## src/rtl/snake_pkg.sv

```systemverilog
// Shared snake-game definitions: grid defaults, coordinate width and the
// food placer state encoding.
package snake_pkg;

  localparam int COORD_W = 8;
  localparam int GRID_W  = 40;
  localparam int GRID_H  = 30;

  typedef logic [COORD_W-1:0] coord_t;

  typedef enum logic [2:0] {
    PL_IDLE,
    PL_SAMPLE,
    PL_CHECK,
    PL_SCAN,
    PL_SCAN_CHECK
  } placer_state_t;

endpackage

```

## src/rtl/grid_cursor.sv

```systemverilog
// Row-major x/y cursor over the grid with load, single-cell advance and
// wrap-around; load and step together yield the cell after the loaded one.
module grid_cursor import snake_pkg::*; #(
  parameter int GRID_W = snake_pkg::GRID_W,
  parameter int GRID_H = snake_pkg::GRID_H
) (
  input  logic   clock,
  input  logic   reset,
  input  logic   load,
  input  logic   step,
  input  coord_t load_x,
  input  coord_t load_y,
  output coord_t x,
  output coord_t y
);

  localparam coord_t X_MAX = coord_t'(GRID_W - 1);
  localparam coord_t Y_MAX = coord_t'(GRID_H - 1);

  coord_t base_x, base_y;
  coord_t next_x, next_y;

  // Out-of-range loads wrap like the last column/row so the cursor always
  // lands back inside the grid after one step.
  always_comb begin
    base_x = load ? load_x : x;
    base_y = load ? load_y : y;
    next_x = base_x;
    next_y = base_y;
    if (step) begin
      if (base_x >= X_MAX) begin
        next_x = '0;
        next_y = (base_y >= Y_MAX) ? '0 : base_y + coord_t'(1);
      end else begin
        next_x = base_x + coord_t'(1);
        if (base_y > Y_MAX) next_y = '0;
      end
    end
  end

  always_ff @(posedge clock) begin
    if (reset) begin
      x <= '0;
      y <= '0;
    end else if (load || step) begin
      x <= next_x;
      y <= next_y;
    end
  end

endmodule

```

## src/rtl/food_placer.sv

```systemverilog
// Picks a free food cell: bounded random sampling against the occupancy RAM,
// then a deterministic wrap-around scan so placement always terminates.
module food_placer import snake_pkg::*; #(
  parameter int GRID_W    = snake_pkg::GRID_W,
  parameter int GRID_H    = snake_pkg::GRID_H,
  parameter int MAX_TRIES = 16
) (
  input  logic       clock,
  input  logic       reset,
  input  logic       place_req,
  input  logic [7:0] rand_x,
  input  logic [7:0] rand_y,
  output logic [7:0] rand_max_x,
  output logic [7:0] rand_max_y,
  output logic       occ_rd_en,
  output logic [7:0] occ_x,
  output logic [7:0] occ_y,
  input  logic       occ_rd_data,
  output logic       busy,
  output logic       done,
  output logic       fail,
  output logic       food_valid,
  output logic [7:0] food_x,
  output logic [7:0] food_y
);

  localparam logic [8:0]  W_LIM   = 9'(GRID_W);
  localparam logic [8:0]  H_LIM   = 9'(GRID_H);
  localparam logic [7:0]  TRY_LIM = 8'(MAX_TRIES);
  localparam logic [16:0] CELLS   = 17'(GRID_W * GRID_H);

  placer_state_t state, next_state;

  logic [7:0]  tries;
  logic [16:0] scan_cnt;
  coord_t      cand_x, cand_y;
  logic        cand_ok;
  logic        rand_ok;
  logic        cur_load, cur_step;
  coord_t      cur_x, cur_y;

  assign rand_max_x = coord_t'(GRID_W - 1);
  assign rand_max_y = coord_t'(GRID_H - 1);
  assign busy       = (state != PL_IDLE);
  assign rand_ok    = ({1'b0, rand_x} < W_LIM) && ({1'b0, rand_y} < H_LIM);

  grid_cursor #(
    .GRID_W (GRID_W),
    .GRID_H (GRID_H)
  ) u_cursor (
    .clock  (clock),
    .reset  (reset),
    .load   (cur_load),
    .step   (cur_step),
    .load_x (cand_x),
    .load_y (cand_y),
    .x      (cur_x),
    .y      (cur_y)
  );

  always_ff @(posedge clock) begin
    if (reset) state <= PL_IDLE;
    else       state <= next_state;
  end

  always_comb begin
    next_state = state;
    occ_rd_en  = 1'b0;
    occ_x      = '0;
    occ_y      = '0;
    cur_load   = 1'b0;
    cur_step   = 1'b0;
    case (state)
      PL_IDLE: begin
        if (place_req) next_state = PL_SAMPLE;
      end
      PL_SAMPLE: begin
        if (rand_ok) begin
          occ_rd_en = 1'b1;
          occ_x     = rand_x;
          occ_y     = rand_y;
        end
        next_state = PL_CHECK;
      end
      PL_CHECK: begin
        if (cand_ok && !occ_rd_data) begin
          next_state = PL_IDLE;
        end else if (tries == TRY_LIM) begin
          next_state = PL_SCAN;
          cur_load   = 1'b1;
          cur_step   = 1'b1;
        end else begin
          next_state = PL_SAMPLE;
        end
      end
      PL_SCAN: begin
        occ_rd_en  = 1'b1;
        occ_x      = cur_x;
        occ_y      = cur_y;
        next_state = PL_SCAN_CHECK;
      end
      PL_SCAN_CHECK: begin
        if (!occ_rd_data || scan_cnt == CELLS) begin
          next_state = PL_IDLE;
        end else begin
          cur_step   = 1'b1;
          next_state = PL_SCAN;
        end
      end
      default: next_state = PL_IDLE;
    endcase
  end

  always_ff @(posedge clock) begin
    if (reset) begin
      tries      <= '0;
      scan_cnt   <= '0;
      cand_x     <= '0;
      cand_y     <= '0;
      cand_ok    <= 1'b0;
      done       <= 1'b0;
      fail       <= 1'b0;
      food_valid <= 1'b0;
      food_x     <= '0;
      food_y     <= '0;
    end else begin
      done <= 1'b0;
      fail <= 1'b0;
      case (state)
        PL_IDLE: begin
          tries <= '0;
          if (place_req) food_valid <= 1'b0;
        end
        PL_SAMPLE: begin
          cand_x  <= rand_x;
          cand_y  <= rand_y;
          cand_ok <= rand_ok;
          tries   <= tries + 8'd1;
        end
        PL_CHECK: begin
          if (cand_ok && !occ_rd_data) begin
            food_x     <= cand_x;
            food_y     <= cand_y;
            food_valid <= 1'b1;
            done       <= 1'b1;
          end else if (tries == TRY_LIM) begin
            scan_cnt <= '0;
          end
        end
        PL_SCAN: begin
          scan_cnt <= scan_cnt + 17'd1;
        end
        PL_SCAN_CHECK: begin
          if (!occ_rd_data) begin
            food_x     <= cur_x;
            food_y     <= cur_y;
            food_valid <= 1'b1;
            done       <= 1'b1;
          end else if (scan_cnt == CELLS) begin
            done <= 1'b1;
            fail <= 1'b1;
          end
        end
        default: ;
      endcase
    end
  end

endmodule
```

## config.mk

```make
export PLATFORM = sky130hd
export DESIGN_NAME = food_placer
export DESIGN_NICKNAME = d
export VERILOG_FILES = /design/src/rtl/snake_pkg.sv /design/src/rtl/grid_cursor.sv /design/src/rtl/food_placer.sv
export SDC_FILE = /design/constraint.sdc
export NUM_CORES = 1
export LEC_CHECK = 0
export CAP_MARGIN = 25
export CORE_ASPECT_RATIO = 0.75
export CORE_UTILIZATION = 40
export CTS_CLUSTER_SIZE = 8
export DETAILED_ROUTE_END_ITERATION = 8
export GPL_ROUTABILITY_DRIVEN = 0
export PLACE_DENSITY = 0.66
export SYNTH_ARGS = -nofsm -noshare
export SYNTH_HDL_FRONTEND = slang
export SYNTH_SLANG_ARGS = --single-unit
export TNS_END_PERCENT = 1
```

## constraint.sdc

```tcl
create_clock -name clock -period 4.9 [get_ports clock]
set_clock_uncertainty 0.15 [all_clocks]
set_input_delay 0.98 -clock clock [delete_from_list [all_inputs] [get_ports clock]]
set_output_delay 0.98 -clock clock [all_outputs]
set_load 0.02 [all_outputs]
```

## Word level (Yosys, flattened, before mapping)

Cells that the tools add are included.

| operators by class | value |
|---|---|
| $add $sub $neg | 4 |
| order comparisons | 5 |
| equal/unequal tests | 11 |
| multiplexer cells | 42 |
| bitwise operators | 2 |
| reductions and logical operators | 15 |

Operators by type and width:

| operator | number |
|---|---|
| 8-bit 2-to-1 mux | 14 |
| 8-bit case mux with 2 select lines | 5 |
| 17-bit 2-to-1 mux | 2 |
| 17-bit case mux with 2 select lines | 1 |
| 8-bit by 1-bit adder with 8-bit output (second input constant) | 3 |
| 17-bit by 1-bit adder with 17-bit output (second input constant) | 1 |
| 17-bit by 11-bit == test with 1-bit output (second input constant) | 1 |
| 3-bit case mux with 5 select lines | 1 |
| 1-bit 2-to-1 mux | 11 |
| 2-bit != test (second input constant) | 5 |
| 8-bit by 5-bit == test with 1-bit output (second input constant) | 1 |
| 8-bit by 5-bit greater-or-equal comparator with 1-bit output (second input constant) | 1 |
| 8-bit by 6-bit greater-or-equal comparator with 1-bit output (second input constant) | 1 |
| 8-bit by 5-bit greater-than comparator with 1-bit output (second input constant) | 1 |
| 8-bit by 5-bit less-than comparator with 1-bit output (second input constant) | 1 |
| 8-bit by 6-bit less-than comparator with 1-bit output (second input constant) | 1 |
| 3-bit by 2-bit == test with 1-bit output (second input constant) | 2 |
| 2-bit 2-to-1 mux | 3 |
| 1-bit case mux with 2 select lines | 3 |
| 3-bit AND reduction | 2 |
| 2-bit nonzero test | 3 |
| 3-bit nonzero test | 2 |
| 4-bit AND reduction | 1 |
| 3-bit by 1-bit == test with 1-bit output (second input constant) | 1 |
| 9 further kinds | 12 |

| word-level totals | value |
|---|---|
| flip-flop bits (word level) | 80 |
| input bits | 20 |

## Longest topological paths before layout

| logic depth | value |
|---|---|
| depth after elaboration | 9 |
| mapped depth | 15 |
| gate-level depth less buffers | 13 |

## Hierarchy

From an unflattened synthesis, not the netlist that was laid out.

| second synthesis, totals | value |
|---|---|
| cell total of the unflattened synthesis | 569 |
| area, all modules | 4750.8 sq um |

Modules (own cells, without submodules):

| module | times used | cells each | area each (sq um) | sequential area each (sq um) |
|---|---|---|---|---|
| food_placer | 1 | 414 | 3415.8 | 1281.2 |
| grid_cursor | 1 | 155 | 1335.0 | 320.3 |

## Least setup slack after synthesis

OpenSTA, ideal clock, no wires.

| timing path | value |
|---|---|
| path type | input port to flip-flop |
| from | input port occ_rd_data |
| to | register u_cursor.y[4] |
| setup time | 122 ps |
| arrival time | 3461 ps |
| required time | 4628 ps |
| setup slack | 1167 ps |
| stages | 13 |
| buffers on the path | 2 |
| cell sequence | nor2b_1 -> and4b_1 -> buf_2 -> buf_2 -> nand2_1 -> nand2_1 -> ha_1 -> a211o_1 -> a211o_1 -> mux2_2 -> o311a_4 -> nor3b_1 -> a311o_1 |

| between the ends | value |
|---|---|
| cells in the longest elaborated chain, start to end | 9 |
| elaborated cells on any way between the ends | 18 |
| those cells by class | add/sub (1); order compare (3); mux (10); reduce/logical (4) |

Ends and longest elaborated chain:

| element | line | RTL |
|---|---|---|
| start, declared | food_placer.sv:18 | `input logic occ_rd_data,` |
| 1-bit zero test * | - |  |
| 1-bit logical AND | food_placer.sv:86 | `if (cand_ok && !occ_rd_data) begin` |
| 1-bit 2-to-1 mux | food_placer.sv:86 |  |
| 1-bit 2-to-1 mux | food_placer.sv:73 | `case (state)` |
| 8-bit 2-to-1 mux | grid_cursor.sv:27 | `base_y = load ? load_y : y;` |
| 8-bit by 1-bit adder with 8-bit output (tied with other cells) | grid_cursor.sv:33 | `next_y = (base_y >= Y_MAX) ? '0 : base_y + coord_t'(1);` |
| 8-bit 2-to-1 mux (on tied branches) | grid_cursor.sv:33, grid_cursor.sv:36 |  |
| 8-bit 2-to-1 mux | grid_cursor.sv:31 | `if (base_x >= X_MAX) begin` |
| 8-bit 2-to-1 mux | grid_cursor.sv:30 | `if (step) begin` |
| end signal, assigned | grid_cursor.sv:47 | `y <= next_y;` |
| end, declared | grid_cursor.sv:14 | `output coord_t y` |

Mark *: on every way between the ends. The rest lies on a longest branch, timed or not.
A chain may end at the register's enable or synchronous reset.

## Final worst setup path

| timing path | value |
|---|---|
| from | input port rand_y[5] |
| to | output port occ_x[3] |

| between the ends | value |
|---|---|
| cells in the longest elaborated chain, start to end | 4 |

Ends and longest elaborated chain:

| element | line | RTL |
|---|---|---|
| start, declared | food_placer.sv:12 | `input logic [7:0] rand_y,` |
| 8-bit by 5-bit less-than comparator with 1-bit output | food_placer.sv:45 | `assign rand_ok = ({1'b0, rand_x} < W_LIM) && ({1'b0, rand_y} < H_LIM);` |
| 1-bit logical AND | food_placer.sv:45 |  |
| 8-bit 2-to-1 mux | food_placer.sv:78 | `if (rand_ok) begin` |
| 8-bit case mux with 2 select lines | food_placer.sv:73 |  |
| end, declared | food_placer.sv:16 | `output logic [7:0] occ_x,` |

Every way passes these cells.

==> impl_metrics.json <==
{
  "synth_area_leaders": "dfxtp_1 38%, nand2_1 6.3%, mux2i_1 5.0%",
  "cellLeakagePower_uw": 0.00179,
  "grt_pass1_vias": 3394,
  "post_cts_buffers": 0,
  "powerDensity_mw_per_mm2": 286,
  "viasPerCell": 5.59,
  "grt_util_met1": 0.336,
  "cpPeakStageDelay_ps": 650,
  "cts_resized": 0,
  "irDropWorstVdd_mv": 0.160,
  "synth_top_area_cell": "dfxtp_1",
  "path_class": "input pin to primary output",
  "die-area_sq_mm": 0.0109,
  "cts_buffers": 9,
  "max_slew_margin": 0.458,
  "critical_path_required_ps": 3770,
  "clkTransAtPathRegs_ps": 60,
  "antenna_found_initial": 0,
  "rsz0062_at_grt": "false",
  "cap_violations": 0,
  "grt_pass1_wl_microns": 18000,
  "grt.busiest_layer": "met1",
  "die_h_microns": 90.6,
  "layout_commonest_cell": "dfxtp_1",
  "dp_hpwl_microns": 8120,
  "clock_latency_ps": 330,
  "whs_ps": 329,
  "insertedDiodeCount": 0,
  "cts_tree": "built",
  "ys_ff_latch": 80,
  "grtUsageMet2": 0.266,
  "ant_nets": 0,
  "grt_max_degree": 39,
  "final_util": 0.515,
  "gr-total-overflow": 0,
  "root_buffer": "clkbuf_16",
  "outcome": "finished, final reports clean",
  "async_flop_share": 0,
  "fin_nets": 588,
  "num_rows": 31,
  "worstMarginPinSlew_ps": 812,
  "setup.worst_path.end_class": "primary output",
  "hold_viol_final": 0,
  "wl_per_cell_microns": 15.6,
  "most-common-layout-cells": "80 x dfxtp_1, 70 x nand2_1, 55 x clkdlybuf4s50_1",
  "synth.avg_cell_area_sq_um": 8.14,
  "yosysWarnings": 0,
  "io_pins": 73,
  "met3_usage": 0.0486,
  "crit_arrival_ps": 3300,
  "cpMaxStageDelayCell": "clkdlybuf4s50_1",
  "fill_cells": 967,
  "placed_area_sq_mm": 0.00483,
  "drcViolationCount": 0,
  "multi_input_area_sq_mm": 0.00236,
  "cts_num_sinks": 80,
  "period_share": 0.904,
  "dr.pass1.iters": 4,
  "vias": 3905,
  "grtUsageTotal": 0.209,
  "ys.flop_type": "dfxtp_1",
  "cts_max_level": 3,
  "die_w_microns": 120,
  "initial_core_util": 0.422,
  "core-area_sq_mm": 0.00993,
  "slew_viol_final": 0,
  "cp_max_fo": 4,
  "path_cells": "clkdlybuf4s50_1 -> or4_1 -> nor4_2 -> buf_4 -> nand2_1 -> o21ai_0 -> clkdlybuf4s50_1",
  "synth.distinct_cells": 62,
  "crit_top_cell": "clkdlybuf4s50_1",
  "netlist_instances": 515,
  "synth_area_sq_mm": 0.00419,
  "wirelength_microns": 10900,
  "cts_hold_buf": 0,
  "dp_cells": 683,
  "port_buffers": 56,
  "fmax_ghz": 0.226,
  "synth_seq_area_share": 0.382,
  "drt_iter0_markers": 333,
  "finalSetupTns_ps": 0,
  "netlist.area_leader.share": 0.382,
  "cts_buffer_depth": 2,
  "syn2layout_area_growth_pct": 22.1,
  "synth_edf_count": 0,
  "final_area_sq_mm": 0.00512,
  "min_path_type": "register to register",
  "fin_cells": 699,
  "period_needed_ps": 4430,
  "layout-drive-gt1-share": 0.0688,
  "register_area_sq_mm": 0.00160,
  "setup_viol": 0,
  "critPathLaunchType": "input pin"
}
==> flip-flops by register name, indices dropped and copies added (netlist names), 3 cells and up <==
signal and flops:
scan_cnt 17, cand_x 8, cand_y 8, food_x 8
food_y 8, tries 8, u_cursor.x 8, u_cursor.y 8
state 3
==> cell usage after synthesis (all sizes together) (11+ instances only) <==
library cell and count:
a211oi 20, a21oi 40, and3 12, buf 22, clkbuf 24, dfxtp 80, inv 14, mux2i 21
nand2 70, nand3 15, nor2 49, nor3 17, o21ai 13, xnor2 11
==> routing by layer <==
| metal | part of all wire | vias to the layer above |
|---|---|---|
| met1 | 0.53 | 1806 |
| met5 | 0 | - |
| met4 | 0.0093 | 0 |
| met3 | 0.082 | 11 |
| li1 | - | 1906 |
| met2 | 0.38 | 182 |
==> worst max-delay path: cells and delay by family <==
| kind | cells | cell delay, ps |
|---|---|---|
| compound gates | 1 | 110 |
| buf+inv | 3 | 1270 |
| simple gates | 3 | 950 |
==> power breakdown <==
group / switching, uW / internal, uW / total, uW
logic: 86.6 / 51.1 / 138
clock network: 263 / 369 / 632
registers: 28.7 / 665 / 694
total: 379 / 1090 / 1460
==> final cells by class <==
type                            count  share of cell area
Clock buffer                       11              0.0494
Clock inverter                      5             0.00611
Inverter                           14              0.0103
Multi-Input combinational cell    389               0.461
Sequential cell                    80               0.313
Tap cell                          132              0.0323
Timing Repair Buffer               68               0.128
==> cells by family (layout without fill, tap and decap cells) <==
family	count (synthesis)	count (layout)	share of synthesized area
mux	24	24	0.0591
flops	80	80	0.382
compound gates	114	114	0.184
buf+inv	60	98	0.0702
other cells	2	16	0.00179
fa+ha+maj	6	6	0.0179
simple gates	211	211	0.247
xor+xnor	18	18	0.0376
==> path summary, 6_finish.rpt <==
path | cells after the start | start | slack, ps | end
worst max register to register | 13 | tries[0]$_SDFFE_PP0P_ | 1240 | u_cursor.y[4]$_SDFFE_PP0P_
worst max-delay path | 7 | rand_y[5] | 470 | occ_x[3]
worst min register to register | 2 | food_valid$_SDFFE_PP0P_ | 330 | food_valid$_SDFFE_PP0P_
worst min-delay path | 2 | food_valid$_SDFFE_PP0P_ | 330 | food_valid$_SDFFE_PP0P_
==> per-stage QoR <==
step | power, uW | worst slack [ps]
floorplan | 797 | 1170
global placement | 841 | 494
detailed placement | 843 | 456
CTS | 1470 | 446
global route | 1520 | 349
finish | 1460 | 469
(Power assumes the default switching activity.)
